$ cat src/rtl/if_fetch.sv
`default_nettype none
// ============================================================================
//  Module   : if_fetch
//  Brief    : Instruction fetch stage. It issues instruction memory requests,
//             keeps a one-entry stall buffer, uses a static branch predictor
//             (JAL and backward branches are taken), and drains an outstanding
//             request when a redirect arrives.
//  Revision : 1.0  initial release
// ============================================================================

`ifndef IF_FETCH_DEFS
`define IF_FETCH_DEFS
`define HOLDPIP_BUS 2:0
`define HOLD_NONE   3'b000
`define HOLD_WAIT   3'b001
`define HOLD_FLUSH  3'b010
`define INST_NOP    32'h0000_0013
`endif

module if_fetch #(
    parameter logic [31:0] RESET_PC = 32'h0000_0000
) (
    input  logic                clk,
    input  logic                rst,
    input  logic [`HOLDPIP_BUS] hold_flag_i,
    input  logic                jump_enable_i,
    input  logic [31:0]         jump_addr_i,
    output logic                imem_req_o,
    output logic [31:0]         imem_addr_o,
    input  logic                imem_ack_i,
    input  logic [31:0]         imem_rdata_i,
    output logic [31:0]         inst_o,
    output logic [31:0]         inst_addr_o,
    output logic                predict_jump_enable_o
);

    typedef enum logic [1:0] {
        S_FETCH = 2'd0,
        S_HELD  = 2'd1,
        S_DRAIN = 2'd2
    } state_t;

    localparam logic [6:0]  c_OPC_JAL    = 7'b1101111;
    localparam logic [6:0]  c_OPC_BRANCH = 7'b1100011;
    localparam logic [31:0] c_NOP        = `INST_NOP;

    state_t      r_state, w_state_nxt;
    logic [31:0] r_pc, w_pc_nxt;
    logic [31:0] r_target, w_target_nxt;
    logic [31:0] r_buf_inst, w_buf_inst_nxt;
    logic [31:0] r_buf_npc, w_buf_npc_nxt;
    logic        r_buf_pred, w_buf_pred_nxt;

    logic        w_stall;
    logic [31:0] w_imm_j;
    logic [31:0] w_imm_b;
    logic [31:0] w_pd_npc;
    logic        w_pd_pred;
    logic        w_req;
    logic [31:0] w_inst;
    logic        w_pred;

    assign w_stall = (hold_flag_i == `HOLD_WAIT) || (hold_flag_i == `HOLD_FLUSH);

    assign w_imm_j = {{12{imem_rdata_i[31]}}, imem_rdata_i[19:12], imem_rdata_i[20],
                      imem_rdata_i[30:21], 1'b0};
    assign w_imm_b = {{20{imem_rdata_i[31]}}, imem_rdata_i[7], imem_rdata_i[30:25],
                      imem_rdata_i[11:8], 1'b0};

    // Static predictor: JAL always taken, conditional branch taken when the offset is negative
    always_comb begin
        w_pd_pred = 1'b0;
        w_pd_npc  = r_pc + 32'd4;
        if (imem_rdata_i[6:0] == c_OPC_JAL) begin
            w_pd_pred = 1'b1;
            w_pd_npc  = r_pc + w_imm_j;
        end else if ((imem_rdata_i[6:0] == c_OPC_BRANCH) && imem_rdata_i[31]) begin
            w_pd_pred = 1'b1;
            w_pd_npc  = r_pc + w_imm_b;
        end
    end

    // Next-state and IF/ID output selection; a redirect outranks hold and prediction
    always_comb begin
        w_state_nxt    = r_state;
        w_pc_nxt       = r_pc;
        w_target_nxt   = r_target;
        w_buf_inst_nxt = r_buf_inst;
        w_buf_npc_nxt  = r_buf_npc;
        w_buf_pred_nxt = r_buf_pred;
        w_req          = 1'b0;
        w_inst         = c_NOP;
        w_pred         = 1'b0;
        case (r_state)
            S_FETCH: begin
                w_req = 1'b1;
                if (imem_ack_i) begin
                    if (jump_enable_i) begin
                        w_pc_nxt = jump_addr_i;
                    end else if (w_stall) begin
                        w_buf_inst_nxt = imem_rdata_i;
                        w_buf_npc_nxt  = w_pd_npc;
                        w_buf_pred_nxt = w_pd_pred;
                        w_state_nxt    = S_HELD;
                    end else begin
                        w_inst   = imem_rdata_i;
                        w_pred   = w_pd_pred;
                        w_pc_nxt = w_pd_npc;
                    end
                end else if (jump_enable_i) begin
                    // The request in flight must still complete; remember where to go afterwards
                    w_target_nxt = jump_addr_i;
                    w_state_nxt  = S_DRAIN;
                end
            end
            S_HELD: begin
                if (jump_enable_i || !w_stall) begin
                    w_pc_nxt       = jump_enable_i ? jump_addr_i : r_buf_npc;
                    w_buf_inst_nxt = c_NOP;
                    w_buf_npc_nxt  = 32'd0;
                    w_buf_pred_nxt = 1'b0;
                    w_state_nxt    = S_FETCH;
                end
                if (!jump_enable_i) begin
                    w_inst = r_buf_inst;
                    w_pred = r_buf_pred;
                end
            end
            S_DRAIN: begin
                w_req = 1'b1;
                if (jump_enable_i) begin
                    w_target_nxt = jump_addr_i;
                end
                if (imem_ack_i) begin
                    w_pc_nxt    = jump_enable_i ? jump_addr_i : r_target;
                    w_state_nxt = S_FETCH;
                end
            end
            default: begin
                w_state_nxt = S_FETCH;
            end
        endcase
    end

    // State, PC, redirect target and stall buffer registers
    always_ff @(posedge clk or posedge rst) begin
        if (rst) begin
            r_state    <= S_FETCH;
            r_pc       <= RESET_PC;
            r_target   <= RESET_PC;
            r_buf_inst <= c_NOP;
            r_buf_npc  <= 32'd0;
            r_buf_pred <= 1'b0;
        end else begin
            r_state    <= w_state_nxt;
            r_pc       <= w_pc_nxt;
            r_target   <= w_target_nxt;
            r_buf_inst <= w_buf_inst_nxt;
            r_buf_npc  <= w_buf_npc_nxt;
            r_buf_pred <= w_buf_pred_nxt;
        end
    end

    // While reset is high, nothing is requested or delivered, even before the registers settle
    assign imem_req_o            = w_req & ~rst;
    assign imem_addr_o           = r_pc;
    assign inst_o                = rst ? c_NOP : w_inst;
    assign inst_addr_o           = r_pc;
    assign predict_jump_enable_o = w_pred & ~rst;

endmodule

`default_nettype wire

$ cat config.mk
export PLATFORM = sky130hd
export DESIGN_NAME = if_fetch
export DESIGN_NICKNAME = d
export VERILOG_FILES = /design/src/rtl/if_fetch.sv
export SDC_FILE = /design/constraint.sdc
export NUM_CORES = 1
export LEC_CHECK = 0
export ABC_AREA = 1
export CAP_MARGIN = 20
export CORE_AREA = 10 10 156 158
export CTS_CLUSTER_DIAMETER = 100
export DETAILED_ROUTE_END_ITERATION = 6
export DIE_AREA = 0 0 166 168
export HOLD_SLACK_MARGIN = 0.1
export PLACE_DENSITY = 0.82
export RECOVER_POWER = 50
export SYNTH_ARGS = -nofsm -noshare
export SYNTH_HDL_FRONTEND = slang
export SYNTH_SLANG_ARGS = --single-unit
export TNS_END_PERCENT = 50
$ cat constraint.sdc
create_clock -name clk -period 6.24 [get_ports clk]
set_clock_uncertainty 0.05 [all_clocks]
set_input_delay 1.872 -clock clk [delete_from_list [all_inputs] [get_ports clk]]
set_output_delay 1.872 -clock clk [all_outputs]
set_load 0.02 [all_outputs]
==> PnR_summary.wiki <==
{| class="wikitable"
! Metric !! Value
|-
| Top library cells by usage in the layout, fill and taps aside || sky130_fd_sc_hd__nand2_1, sky130_fd_sc_hd__inv_1, sky130_fd_sc_hd__a21oi_1
|-
| Routability congestion estimate from global placement || approximately 1.0
|-
| Per-cell routed wire length || 18.7 um
|-
| Final setup TNS || 0 ns
|-
| Chip width || 166 um
|-
| Post-synthesis average cell area || 6.19 sq um
|-
| Number of synthesis warnings || 0
|-
| Number of cells in the design after placement || 2290
|-
| Type of origin of the critical path || input port
|-
| Sinks on Clock Net || 131
|-
| Chip Height || between 150 and 200 um
|-
| P_sw || 3.77 mW
|-
| Final worst setup slack || 0.234 ns
|-
| Final routed wirelength across all metal layers || 43.5 mm
|-
| VDD IR max || 0.381 mV
|-
| Endpoints failing hold || 0
|-
| Number of setup buffers added after CTS || 0
|-
| CTS tree || built
|-
| Category of the most critical setup path || in2out
|-
| Fraction of the mapped netlist area in adder cells || 0.0524
|-
| Number of hold-repair buffers added at the cts stage || 0
|-
| Post-synthesis share of cell area spent on xor and xnor gates || 0.0110
|-
| Fin crit period || 6.01 ns
|-
| PortBufs || about 170
|-
| Number of placed I/O pins || 169
|-
| Depth of the CTS H-tree || 4
|-
| Final setup vio count || 0
|-
| Worst r2r path cells || 12
|-
| Synth Area in Simple Gates || 0.341
|-
| Number of routed nets with antenna violations || 0
|-
| Overall fraction of global-route tracks in use || 0.293
|-
| CTS buffer count || 17
|-
| Vias post-DR || 13700
|-
| R2R Path End || r_buf_inst[16]
|-
| DP Worst Slack || 0.262 ns
|-
| First-pass GRT wire length || between 60 and 70 mm
|-
| Max incr delay on CP || 0.62 ns
|-
| Commonest non-fill, non-tap cell in the layout || sky130_fd_sc_hd__nand2_1
|-
| Fraction of final layout cells sized beyond drive strength 1 || 0.0411
|-
| HPWL Detailed || approximately 32 mm
|-
| Number of antenna repair diodes || 0
|-
| Initial Utilization || 0.559
|-
| Full die area || 27900 sq um
|-
| Layout Cells excl Fill || roughly 2300
|-
| Minimum hold slack || 0.447 ns
|-
| Violations in the final reports || DRC, capacitance limit, slew limit
|-
| Clock latency on the worst-skew pair || 0.44 ns
|-
| Critical path endpoint category || output port
|-
| Count of flip-flops with a built-in enable after synthesis || 0
|-
| Count of state elements after synthesis || 131
|-
| Number of detailed-route iterations in the first pass || 7
|-
| Number of gates resized after cts || 0
|-
| Initial antenna violation count || 1
|-
| Origin of the critical flop-to-flop path || r_state[1]
|-
| Highest net fanout along the worst path || 30
|-
| Fmax || 0.167 GHz
|-
| Main combinational cell family by area after synthesis || simple AND/OR/NAND/NOR gates
|-
| P&R area growth vs syn || 17.8%
|-
| Number of nets in the layout || 2150
|-
| Number of distinct library cell variants in the gate-level netlist after synthesis || 56
|-
| Maxcap violations || 2
|-
| Compound-cell area share of the yosys netlist || 0.199
|-
| Largest net degree at the start of global routing || 84
|-
| Share of total power in sequential cells || 0.239
|-
| Remaining DRCs || 6
|-
| Placeable Area || 21400 sq um
|-
| Pwr dens || 501 nW/um^2
|-
| Iteration-0 DRC Markers || 1693
|-
| Capture endpoint of the worst hold path || r_buf_inst[31]
|-
| Start point of the worst hold path || r_buf_inst[31]
|-
| Worst slew margin || -0.672
|-
| Pint || 3.30 mW
|-
| Number of filler instances in the final layout || between 1500 and 2000
|-
| Required time at the worst-slack endpoint || 4.32 ns
|-
| Share of async-settable or async-resettable flops after synthesis || 1.00
|-
| Max-slew violation total from the final report || 136
|-
| Comb power frac || 0.626
|-
| Proportion of synthesized area in mux cells || 0
|-
| Vias per std cell || 5.92
|-
| Post-Syn Instances || about 1900
|-
| Run status || complete, but fails checks
|-
| Clock power frac || 0.135
|-
| Worst min-delay path class || reg2reg
|-
| Total congestion overflow after global routing || 0
|-
| Arrival time at the worst endpoint || 4.08 ns
|-
| Row Count || 54
|-
| Final period util || 0.962
|-
| Synth Net Count || approximately 2000
|-
| Mapped cell area || 12000 sq um
|-
| Worst-path clk slew || roughly 0.06 ns
|-
| Clock root buffer || sky130_fd_sc_hd__clkbuf_16
|-
| Register-to-register path setup slack || 2.22 ns
|-
| Seq/Total Area, Yosys || 0.274
|-
| Number of cells on the worst hold path || 2
|-
| Maximum buffer depth of the clock tree || 2
|-
| Switching power as a share of total power || 0.534
|-
| Worst Max-Slew Pin Slew || between 2 and 3 ns
|-
| Setup repair after global routing missed its margin || false
|-
| Post-layout total power || slightly above 7 mW
|-
| Primary FF master, synth || sky130_fd_sc_hd__dfrtp_1
|-
| Vias in the first global route || ~13000
|-
| Worst path slowest cell || sky130_fd_sc_hd__clkdlybuf4s50_1
|-
| Static Leakage || 6.81 nW
|-
| Cell breakdown of the critical path || clkdlybuf4s50_1 > nor2_1 > nor2_1 > nand2_1 > inv_1 > nor3_2 > buf_4 > nand2_1 > a21oi_1 > clkdlybuf4s50_1
|}
-- sequential cells by signal, summed over array words and instances (netlist names) --
register	cells
r_buf_npc	32
r_buf_inst	32
r_target	32
r_state	2
r_buf_pred	1
imem_addr_o	32
-- cells in the mapped netlist, types with 6 or more instances --
master / n / area [sq um]
sky130_fd_sc_hd__o22ai_1: 26 / 163
sky130_fd_sc_hd__inv_2: 8 / 30.0
sky130_fd_sc_hd__a22oi_1: 6 / 45.0
sky130_fd_sc_hd__xor2_1: 9 / 78.8
sky130_fd_sc_hd__a221oi_1: 6 / 52.6
sky130_fd_sc_hd__buf_4: 36 / 270
sky130_fd_sc_hd__ha_1: 47 / 588
sky130_fd_sc_hd__a21oi_1: 159 / 796
sky130_fd_sc_hd__clkbuf_1: 46 / 173
sky130_fd_sc_hd__o211ai_1: 9 / 67.6
sky130_fd_sc_hd__o21ai_1: 13 / 65.1
sky130_fd_sc_hd__nor2_1: 123 / 462
sky130_fd_sc_hd__nand2_1: 641 / 2410
sky130_fd_sc_hd__xnor2_1: 6 / 52.6
sky130_fd_sc_hd__nor3_1: 16 / 80.1
sky130_fd_sc_hd__a22o_1: 26 / 228
sky130_fd_sc_hd__o21ai_0: 139 / 696
sky130_fd_sc_hd__buf_2: 25 / 125
sky130_fd_sc_hd__inv_1: 225 / 845
sky130_fd_sc_hd__o21bai_1: 6 / 45.0
sky130_fd_sc_hd__dfrtp_1: 128 / 3200
sky130_fd_sc_hd__nand4_1: 14 / 87.6
sky130_fd_sc_hd__nand3_1: 151 / 756
-- stage by stage --
step,utilization,area [sq um]
after floorplan,-,12000
after global placement,0.633,13600
after detailed placement,0.633,13600
after CTS,0.659,14100
after global routing,0.659,14100
final,0.659,14100
-- power groups by stage --
stage	logic [mW]	clock network (mW)	registers, mW
2_1_floorplan	3.03	0	1.62
3_3_place_gp	4.22	0	1.66
3_5_place_dp	4.31	0	1.67
4_1_cts	4.35	0.958	1.66
5_1_grt	4.87	0.991	1.72
6_report	4.42	0.954	1.69
-- logic make-up (layout without fill, tap and decap cells) --
family / Yosys count / in the layout
AO/OA/AOI/OAI: 419 / 419
XOR/XNOR: 15 / 15
adder cells (fa/ha/maj): 49 / 49
buffers and inverters: 344 / 451
flip-flops: 131 / 131
AND/OR/NAND/NOR: 978 / 978
-- layer usage --
layer  vias up  GRT usage  part of all wire
li1       6529          -                 -
met1      6345      0.376              0.40
met2       770      0.475              0.46
met3       103     0.0712              0.11
met4         2     0.0975             0.030
met5         -          0           0.00018
-- worst max-delay path, delay by kind of cell --
family | cells | cell delay [ns]
compound gates | 1 | 0.15
buf+inv | 4 | 1.50
simple gates | 5 | 0.54
-- how the worst max path moves through the flow --
stage	from	to	cells after the start
final	hold_flag_i[1]	inst_o[2]	10
after global routing	hold_flag_i[1]	predict_jump_enable_o	10
after CTS	hold_flag_i[1]	inst_o[16]	10
after detailed placement	hold_flag_i[1]	inst_o[3]	10
after global placement	hold_flag_i[1]	inst_o[31]	10
after floorplan	rst	imem_addr_o[0]	3
-- layout make-up --
| class | instances | area [sq um] | share of cell area |
|---|---|---|---|
| multi-input combinational | 1461 | 7250 | 0.514 |
| sequential | 131 | 3280 | 0.233 |
| timing repair buffer | 186 | 1800 | 0.127 |
| inverter | 233 | 876 | 0.0621 |
| clock buffer | 18 | 429 | 0.0304 |
| tap | 280 | 350 | 0.0248 |
| clock inverter | 14 | 120 | 0.00852 |
(Power assumes the default switching activity.)
